[src/rtl/result_route_pkg.sv]
// rtl/result_route_pkg.sv - shared routing constants and destination-code helpers
package result_route_pkg;

    localparam int WIDTH   = 64;
    localparam int NUM_OUT = 6;
    localparam int SEL_W   = 3;
    localparam int CNT_W   = 16;

    localparam logic [SEL_W-1:0] DST_0 = 3'd0;
    localparam logic [SEL_W-1:0] DST_1 = 3'd1;
    localparam logic [SEL_W-1:0] DST_2 = 3'd2;
    localparam logic [SEL_W-1:0] DST_3 = 3'd3;
    localparam logic [SEL_W-1:0] DST_4 = 3'd4;
    localparam logic [SEL_W-1:0] DST_5 = 3'd5;

    function automatic logic is_legal_sel(input logic [SEL_W-1:0] sel);
        return int'(sel) < NUM_OUT;
    endfunction

endpackage

[src/rtl/demux_slot.sv]
// rtl/demux_slot.sv - one-entry output holding register with load/drain/hold
module demux_slot #(
    parameter int WIDTH = 64
) (
    input  logic             clk,
    input  logic             rst,
    input  logic             load,
    input  logic [WIDTH-1:0] load_data,
    input  logic             ready,
    output logic             valid,
    output logic [WIDTH-1:0] data,
    output logic             free
);

    // A draining slot can be refilled in the same cycle.
    assign free = !valid || ready;

    always_ff @(posedge clk) begin
        if (rst) begin
            valid <= 1'b0;
            data  <= '0;
        end else if (load) begin
            valid <= 1'b1;
            data  <= load_data;
        end else if (valid && ready) begin
            valid <= 1'b0;
        end
    end

endmodule

[src/rtl/result_demux6.sv]
// rtl/result_demux6.sv - steers one result stream to six registered consumer channels
module result_demux6
    import result_route_pkg::*;
#(
    parameter int WIDTH   = result_route_pkg::WIDTH,
    parameter int NUM_OUT = result_route_pkg::NUM_OUT,
    parameter int SEL_W   = result_route_pkg::SEL_W,
    parameter int CNT_W   = result_route_pkg::CNT_W
) (
    input  logic                            clk,
    input  logic                            rst,
    input  logic                            in_valid,
    output logic                            in_ready,
    input  logic [WIDTH-1:0]                in_data,
    input  logic [SEL_W-1:0]                in_sel,
    output logic [NUM_OUT-1:0]              out_valid,
    input  logic [NUM_OUT-1:0]              out_ready,
    output logic [NUM_OUT-1:0][WIDTH-1:0]   out_data,
    output logic [CNT_W-1:0]                drop_count,
    output logic                            drop_err
);

    logic [NUM_OUT-1:0] free;
    logic [NUM_OUT-1:0] load;
    logic               drop;
    logic [CNT_W-1:0]   drop_cnt;
    logic               drop_flag;

    // Illegal codes leave in_ready at 1 so the producer never stalls on them.
    always_comb begin
        in_ready = 1'b1;
        load     = '0;
        for (int k = 0; k < NUM_OUT; k++) begin
            if (in_sel == SEL_W'(k)) begin
                in_ready = free[k];
                load[k]  = in_valid && free[k];
            end
        end
    end

    assign drop = in_valid && !is_legal_sel(in_sel);

    for (genvar g = 0; g < NUM_OUT; g++) begin : g_slot
        demux_slot #(.WIDTH(WIDTH)) u_slot (
            .clk       (clk),
            .rst       (rst),
            .load      (load[g]),
            .load_data (in_data),
            .ready     (out_ready[g]),
            .valid     (out_valid[g]),
            .data      (out_data[g]),
            .free      (free[g])
        );
    end

    always_ff @(posedge clk) begin
        if (rst) begin
            drop_cnt  <= '0;
            drop_flag <= 1'b0;
        end else if (drop) begin
            if (drop_cnt != {CNT_W{1'b1}}) begin
                drop_cnt <= drop_cnt + 1'b1;
            end
            drop_flag <= 1'b1;
        end
    end

    assign drop_count = drop_cnt;
    assign drop_err   = drop_flag;

endmodule

[config.mk]
export PLATFORM = sky130hd
export DESIGN_NAME = result_demux6
export DESIGN_NICKNAME = d
export VERILOG_FILES = /design/src/rtl/result_route_pkg.sv /design/src/rtl/demux_slot.sv /design/src/rtl/result_demux6.sv
export SDC_FILE = /design/constraint.sdc
export NUM_CORES = 1
export LEC_CHECK = 0
export ABC_AREA = 1
export CORE_ASPECT_RATIO = 0.5
export CORE_MARGIN = 4
export CORE_UTILIZATION = 44
export DETAILED_ROUTE_END_ITERATION = 6
export GPL_TIMING_DRIVEN = 0
export MAX_ROUTING_LAYER = met4
export PLACE_DENSITY = 0.77
export SYNTH_ARGS = -nofsm -noshare
export SYNTH_HDL_FRONTEND = slang
export SYNTH_SLANG_ARGS = --single-unit
[constraint.sdc]
create_clock -name clk -period 2 [get_ports clk]
set_input_delay 0.2 -clock clk [delete_from_list [all_inputs] [get_ports clk]]
set_output_delay 0.2 -clock clk [all_outputs]
set_load 0.005 [all_outputs]
==> out/metrics.yaml, run 1 <==
yosys:
  syn_area_sq_um: 14580
  synth_top_family_by_area: "simple AND/OR/NAND/NOR gates"
  synth_top_area_cell: "dfxtp_1"
  yosys_warnings: 0
  yosys.cell_types.count: 23
  synth_compound_area_share_pct: 14.09
  ys_ff_latch: 407
  muxShareOfSynthArea_pct: 0
  synth_xor_area_share_pct: 0.6609
  avgSynthCellArea_sq_um: 7.770
  synth.net_count: 1953
  synth-adder-area-share_pct: 0.08584
  synth_top_area_share_pct: 55.90
  syn_inst: 1876
  seq_area_frac_synth_pct: 55.90
  synth_simple_gate_area_share_pct: 23.27
  yosys-top-cells-area: "dfxtp_1 (56%), nor2_1 (20%), o21ai_0 (11%), o21ai_1 (2.6%), clkbuf_1 (1.7%)"
job:
  drv_cap: 0
clock_tree:
  path_clk_slew_ps: 60
  clockBufferDepth: 3
  tritoncts: "done"
  cts-root-buf: "clkbuf_16"
  htreeDepth: 2
  clk_latency_ps: 540
  numCtsBuffers: 37
  cts.sinks: 407
detailed_routing:
  vias: 14560
  routed_wl_um: 56310
  routedWlPerCell_um: 19.74
  via_per_inst: 5.105
  dr.pass1.iters: 5
  drt-initial-drc-count: 1107
  drtAntennaViolNets: 0
  drc: 0
pwr:
  cellInternalPower_mw: 13.11
  cellLeakagePower_nw: 7.726
  combPwrFrac_pct: 10.8
  power_density_nw_per_um2: 825.3
  finalPower_mw: 17.42
  p_clk_share_pct: 40.3
  power_switching_mw: 4.311
  switching_share_pct: 24.74
  pwr-share-seq_pct: 48.9
  ir_drop_v: 0.0005463
placed_design:
  dp_slack_ps: -862.9
  place_congestion: 0.8814
  hpwl_um: 41780
  port_buffers: 482
global_routing:
  gr-total-overflow: 0
  grt_pass1_vias: 13080
  antenna_found_initial: 0
  grt_start_max_net_pins: 17
  grt_pass1_wl_um: 81090
  grt_usage_pct: 30.06
floorplan:
  die_x_um: 265.4
  pin_count: 484
  core_area_sq_um: 32170
  die_area_sq_um: 36280
  dieHeight_um: 136.7
  rows: 46
  start_util_pct: 45.31
worst_setup_path:
  cp_cell_sequence: "clkdlybuf4s50_1, inv_2, clkbuf_1, clkbuf_1, o21ai_0, nor2_1"
  start_kind: "input pin"
  crit_path_end_kind: "flip-flop"
  critPathMaxFanout: 10
  critPathTopFamily: "buffers and inverters"
  cp_common_cell: "clkbuf_1"
  crit_buf_inv: 4
  max_stage_delay_ps: 570
  required_ps: 2460
  rr_worst_depth: 9
  worstReg2RegStart: "g_slot[0].u_slot.valid"
  r2r_end: "g_slot[0].u_slot.data[37]"
  cp_data_arrival_time_ps: 2320
  rrSetupSlack_ps: 210
  crit_type: "input pin to flip-flop"
  slowest_stage: "clkbuf_1"
final_layout:
  drive_above_1_share_pct: 6.281
  fin_nets: 2475
  nFillCells: 2789
  syn_to_final_growth_pct: 44.84
  final_core_util_pct: 65.62
timing:
  finalSetupViolCount: 0
  whs_ps: 196.3
  hold_violations: 0
  min_period_over_period_pct: 93.16
  finalClockSkew_ps: 22.41
  fmax_mhz: 536.7
  rsz0062_at_grt: "no"
  worstMarginPinSlew_ps: 685.4
  finalCriticalPeriod_ps: 1863
  setup_tns_ps: 0
  worst_slack_ps: 136.9
  maxSlewHeadroom_pct: 54.31
  slew_violations: 0
hold_path:
  whs_endpoint: "drop_count[12]"
  min_path_cells: 5
  hp-class: "input pin to flip-flop"
  hp-start: "in_sel[1]"
status:
  status: "finished clean"
-- area by class of cell --
type | instances | area, sq um | share of cell area [%]
Antenna cell | 1 | 2.502 | 0.01185
Sequential cell | 407 | 8152 | 38.61
Clock inverter | 13 | 125.1 | 0.5926
Tap cell | 432 | 540.5 | 2.560
Multi-Input combinational cell | 1306 | 5570 | 26.38
Inverter | 30 | 112.6 | 0.5334
Timing Repair Buffer | 484 | 4833 | 22.89
Buffer | 132 | 759.5 | 3.597
Clock buffer | 48 | 1017 | 4.818
-- worst min-delay path, stage by stage --
cell     delay, ps
buf_4          150
nand3_1        120
nor2_1          60
nand3_1         80
a21oi_1         60
-- cells in the mapped netlist --
master      n
dfxtp_1   407
nand2_1    62
nand3_1    14
clkbuf_1   65
buf_2      19
o21a_1      1
nand4_1     2
o21ai_0   314
nor3_2      4
nand2_2     2
buf_4      18
xor2_1      6
nor3_1      2
clkbuf_2   10
xnor2_1     5
ha_1        1
inv_2       8
nand3_2     3
buf_6      21
a21oi_1    20
nor2_1    795
o21ai_1    75
inv_1      22
-- state kept, by name, indices dropped and copies added (netlist names) --
register	flops
drop_count	16
drop_err	1
g_slot.u_slot.valid	6
g_slot.u_slot.data	384
-- worst max-delay path by stage --
stage                     cells after the start  slack [ps]                         to              startpoint
after floorplan                               9         390              drop_count[6]           drop_count[0]
after global placement                        6        -750   g_slot[1].u_slot.data[3]                     rst
after detailed placement                      6        -860   g_slot[1].u_slot.data[3]                     rst
after CTS                                    12         -50                   in_ready  g_slot[0].u_slot.valid
after global routing                          9          10  g_slot[0].u_slot.data[37]  g_slot[0].u_slot.valid
final                                         6         140   g_slot[2].u_slot.data[6]                     rst
-- logic make-up after synthesis --
kind of cell / count (synthesis)
and+or+nand+nor: 884
AOI/OAI and AO/OA: 410
DFF: 407
buffers and inverters: 163
xor gates and xnor gates: 11
adders and majority gates: 1
-- through the flow --
step           cells  area [sq um]
2_1_floorplan   1876         14580
5_1_grt         2852         21110
6_report        2853         21110
4_1_cts         2851         21090
3_5_place_dp    2790         19940
3_3_place_gp    2790         19940
-- timing repair --
action                     4_1_cts  5_1_grt
setup endpoints to repair        4       15
hold buffers                     0        0
gates resized for setup          4       11
buffers inserted                 0        2
pin swaps                        0        1
-- placed cells by master (no fill, tap or decap), types with 3 or more instances in the layout --
master           Yosys  final
xnor2_1              5      5
dfxtp_2              0      3
nand2_1             62     62
o21ai_1             75     75
clkbuf_8             0      5
buf_4               18     20
nor3_2               4      4
a21oi_1             20     20
buf_2               19     19
xor2_1               6      6
clkbuf_1            65     68
clkdlybuf4s50_1      0    480
o21ai_0            314    314
buf_6               21     21
nor2_1             795    792
clkinv_2             0      8
dfxtp_1            407    404
inv_1               22     22
nand3_2              3      3
nand3_1             14     14
clkbuf_2            10     13
inv_2                8      8
clkbuf_16            0     37
-- per-layer routing --
layer	up-vias	GRT usage (%)	part of all wire, %
li1	7034	-	-
met1	6831	36.69	41
met2	514	50.20	48
met3	185	3.754	5.1
met4	0	14.47	5.7
met5	-	-	0
-- power groups by stage --
stage	clock network, mW	logic, mW	registers [mW]
floorplan	0	0.702	8.72
global placement	0	1.84	8.69
detailed placement	0	1.86	8.70
CTS	7.10	1.87	8.52
global route	7.38	2.02	8.55
finish	7.02	1.88	8.52
No activity file was read; power rests on OpenSTA's default activity.
==> inputs of run 2 (changes only) <==
--- a/config.mk
+++ b/config.mk
@@ -6,8 +6,8 @@
 export NUM_CORES = 1
 export LEC_CHECK = 0
 export ABC_AREA = 1
-export CORE_ASPECT_RATIO = 0.5
-export CORE_MARGIN = 4
+export CORE_ASPECT_RATIO = 0.75
+export CORE_MARGIN = 2
 export CORE_UTILIZATION = 44
 export DETAILED_ROUTE_END_ITERATION = 6
 export GPL_TIMING_DRIVEN = 0
@@ -15,4 +15,5 @@
 export PLACE_DENSITY = 0.77
 export SYNTH_ARGS = -nofsm -noshare
 export SYNTH_HDL_FRONTEND = slang
+export SYNTH_HIERARCHICAL = 1
 export SYNTH_SLANG_ARGS = --single-unit
==> run 2 against run 1 <==
Against the previous run: synthesized area grew 2.7%; clock-buffer cell count is 11 higher; global-route usage rose by 3.1 points; sequential share of layout area is 1.4 points lower; highest routed layer unchanged.
==> out/metrics.yaml, run 2 <==
final_layout:
  nFillCells: 2827  # was 2789
  final_core_util_pct: 65.24  # was 65.62%
  layout_common_cells: "nor2_1 (731), clkdlybuf4s50_1 (482), dfxtp_1 (406), o21ai_0 (387), nor2_2 (56)"  # was nor2_1 (792), clkdlybuf4s50_1 (480), dfxtp_1 (404), o21ai_0 (314), o21ai_1 (75)
  largest_reg_flops: 384  # unchanged
  fin_nets: 2489  # was 2475
  drive_above_1_share_pct: 10.11  # was 6.281%
  diodes: 0  # was 1
  syn_to_final_growth_pct: 46.08  # was 44.84%
  mostFrequentLayoutCell: "nor2_1"  # unchanged
  regMostFlops: "g_slot.u_slot/data"  # was g_slot.u_slot.data
global_routing:
  grt_usage_pct: 33.13  # was 30.06%
  use_met2_pct: 53.41  # was 50.20%
  antenna_found_initial: 1  # was 0
  grt_pass1_vias: 14540  # was 13080
  grt_pass1_wl_um: 87580  # was 81090 um
  gr-total-overflow: 0  # unchanged
  grt_start_max_net_pins: 16  # was 17
  met3_usage_pct: 7.870  # was 3.754%
  busiest_layer: "met2"  # unchanged
  gr-usage-met1_pct: 41.24  # was 36.69%
yosys:
  yosys-top-cells-area: "dfxtp_1 (54%), nor2_1 (18%), o21ai_0 (13%), buf_6 (2.3%), nor2_2 (2.3%)"  # was dfxtp_1 (56%), nor2_1 (20%), o21ai_0 (11%), o21ai_1 (2.6%), clkbuf_1 (1.7%)
  dominantRegCellSynth: "dfxtp_1"  # unchanged
  synth.net_count: 1963  # was 1953
  ys_ff_latch: 407  # unchanged
  yosys_warnings: 6  # was 0
  syn_inst: 1886  # was 1876
  async_flop_share_pct: 0  # unchanged
  synth_top_area_share_pct: 54.42  # was 55.90%
  syn_area_sq_um: 14970  # was 14580 sq um
  avgSynthCellArea_sq_um: 7.939  # was 7.770 sq um
  yosysMostFrequentCell: "nor2_1"  # unchanged
  synth_top_area_cell: "dfxtp_1"  # unchanged
  synth_common_cells: "nor2_1 (733), dfxtp_1 (407), o21ai_0 (387)"  # was nor2_1 (795), dfxtp_1 (407), o21ai_0 (314)
  yosys.cell_types.count: 31  # was 23
  synth-edff-count: 0  # unchanged
  seq_area_frac_synth_pct: 54.42  # was 55.90%
clock_tree:
  tritoncts: "done"  # unchanged
  clk_latency_ps: 540  # about the same
  clockBufferDepth: 3  # unchanged
  postCtsSetupBuffers: 0  # unchanged
  cts-root-buf: "clkbuf_16"  # unchanged
  cts.sinks: 407  # unchanged
  hold_buffers: 0  # unchanged
  htreeDepth: 2  # unchanged
  numCtsBuffers: 41  # was 37
  path_clk_slew_ps: 60  # about the same
timing:
  maxSlewHeadroom_pct: 53.35  # was 54.31%
  fmax_mhz: 529.2  # was 536.7 MHz
  hold_violations: 0  # unchanged
  finalSetupViolCount: 0  # unchanged
  rsz0062_at_grt: "no"  # unchanged
  finalCriticalPeriod_ps: 1890  # was 1863 ps
  setup_tns_ps: 0  # unchanged
  finalClockSkew_ps: 11.76  # was 22.41 ps
  worstMarginPinSlew_ps: 697.6  # was 685.4 ps
  worst_slack_ps: 110.5  # was 136.9 ps
  min_period_over_period_pct: 94.48  # was 93.16%
  slew_violations: 0  # unchanged
floorplan:
  rows: 58  # was 46
  core_area_sq_um: 33530  # was 32170 sq um
  die_x_um: 217.0  # was 265.4 um
  dieHeight_um: 163.8  # was 136.7 um
  pin_count: 484  # unchanged
  die_area_sq_um: 35540  # was 36280 sq um
  start_util_pct: 44.66  # was 45.31%
detailed_routing:
  routedWlPerCell_um: 20.68  # was 19.74 um
  vias: 15230  # was 14560
  drc: 0  # unchanged
  routed_wl_um: 59840  # was 56310 um
  drt-initial-drc-count: 1287  # was 1107
  via_per_inst: 5.265  # was 5.105
  drtAntennaViolNets: 0  # unchanged
  dr.pass1.iters: 7  # was 5
worst_setup_path:
  required_ps: 2470  # was 2460 ps
  cp_cell_sequence: "clkdlybuf4s50_1, inv_2, clkbuf_1, o21ai_0, nor2_1"  # was clkdlybuf4s50_1, inv_2, clkbuf_1, clkbuf_1, o21ai_0, nor2_1
  critPathMaxFanout: 13  # was 10
  start_kind: "input pin"  # unchanged
  crit_path_end_kind: "flip-flop"  # unchanged
  max_stage_delay_ps: 760  # was 570 ps
  crit_type: "input pin to flip-flop"  # unchanged
  critPathTopFamily: "buffers and inverters"  # unchanged
  slowest_stage: "clkdlybuf4s50_1"  # was clkbuf_1
  cp_data_arrival_time_ps: 2360  # was 2320 ps
  crit_buf_inv: 3  # was 4
placed_design:
  dp_slack_ps: -420.1  # was -862.9 ps
  hpwl_um: 42460  # was 41780 um
  place_congestion: 0.9097  # was 0.8814
  port_buffers: 483  # was 482
pwr:
  ir_drop_v: 0.0005429  # was 0.0005463 V
  cellLeakagePower_nw: 9.218  # was 7.726 nW
  power_density_nw_per_um2: 854.2  # was 825.3 nW/um^2
job:
  drv_cap: 0  # unchanged
status:
  status: "finished clean"  # unchanged
hold_path:
  hp-class: "input pin to flip-flop"  # unchanged
[run 2: metrics by stage]
stage,area [sq um],power (mW),std cells,hold WS (ps)
after detailed placement,20370,10.40,2819,458.3
after global routing,21870,19.22,2893,323.0
final,21870,18.68,2893,324.1
after global placement,20370,10.37,2819,452.3
after floorplan,14970,9.233,1886,262.4
after CTS,21870,18.73,2893,305.4
[run 2: tightest hold or removal path, cell delays in order]
cell             delay (ps)
clkdlybuf4s50_1         450
inv_1                    40
nand2_2                  80
a21oi_2                  50
[run 2: cells by family (layout without fill, tap and decap cells)]
| group | after synthesis | in the layout | share of synthesized area, % |
|---|---|---|---|
| and+or+nand+nor | 892 | 892 | 23.91 |
| AOI/OAI and AO/OA | 409 | 409 | 13.85 |
| DFF | 407 | 407 | 54.42 |
| buffers and inverters | 169 | 726 | 7.270 |
| xor gates and xnor gates | 8 | 8 | 0.4680 |
| adders and majority gates | 1 | 1 | 0.08355 |
[run 2: what timing repair did]
| item | CTS | global route |
|---|---|---|
| pin swaps | 0 | 2 |
| gates resized for setup | 6 | 5 |
| endpoints found under the setup margin | 1 | 53 |
[run 2: worst paths after layout]
check                               from  slack (ps)  cells after the start                        end
hold / removal              out_ready[0]         320                      4     g_slot[0].u_slot/valid
setup / recovery                     rst         110                      5  g_slot[1].u_slot/data[31]
setup reg to reg  g_slot[3].u_slot/valid         130                      9  g_slot[3].u_slot/data[46]
hold reg to reg                 drop_err         470                      1                   drop_err
[run 2: metal layers]
metal / up-vias / share of wire, %
li1: 7105 / -
met1: 7262 / 41
met2: 747 / 46
met3: 118 / 9.6
met4: 0 / 3.2
met5: - / 0
[run 2: cell type report]
type | count | area [sq um] | share of cell area, %
Tap cell | 450 | 563.0 | 2.574
Buffer | 126 | 912.1 | 4.170
Timing Repair Buffer | 483 | 4830 | 22.08
Clock buffer | 59 | 1256 | 5.743
Sequential cell | 407 | 8149 | 37.26
Clock inverter | 15 | 231.5 | 1.058
Inverter | 43 | 176.4 | 0.8066
Multi-Input combinational cell | 1310 | 5754 | 26.31
[run 2: report_power, final]
group	internal, mW	switching [mW]
combinational	0.797	0.929
sequential	8.38	0.156
clock	5.14	3.28
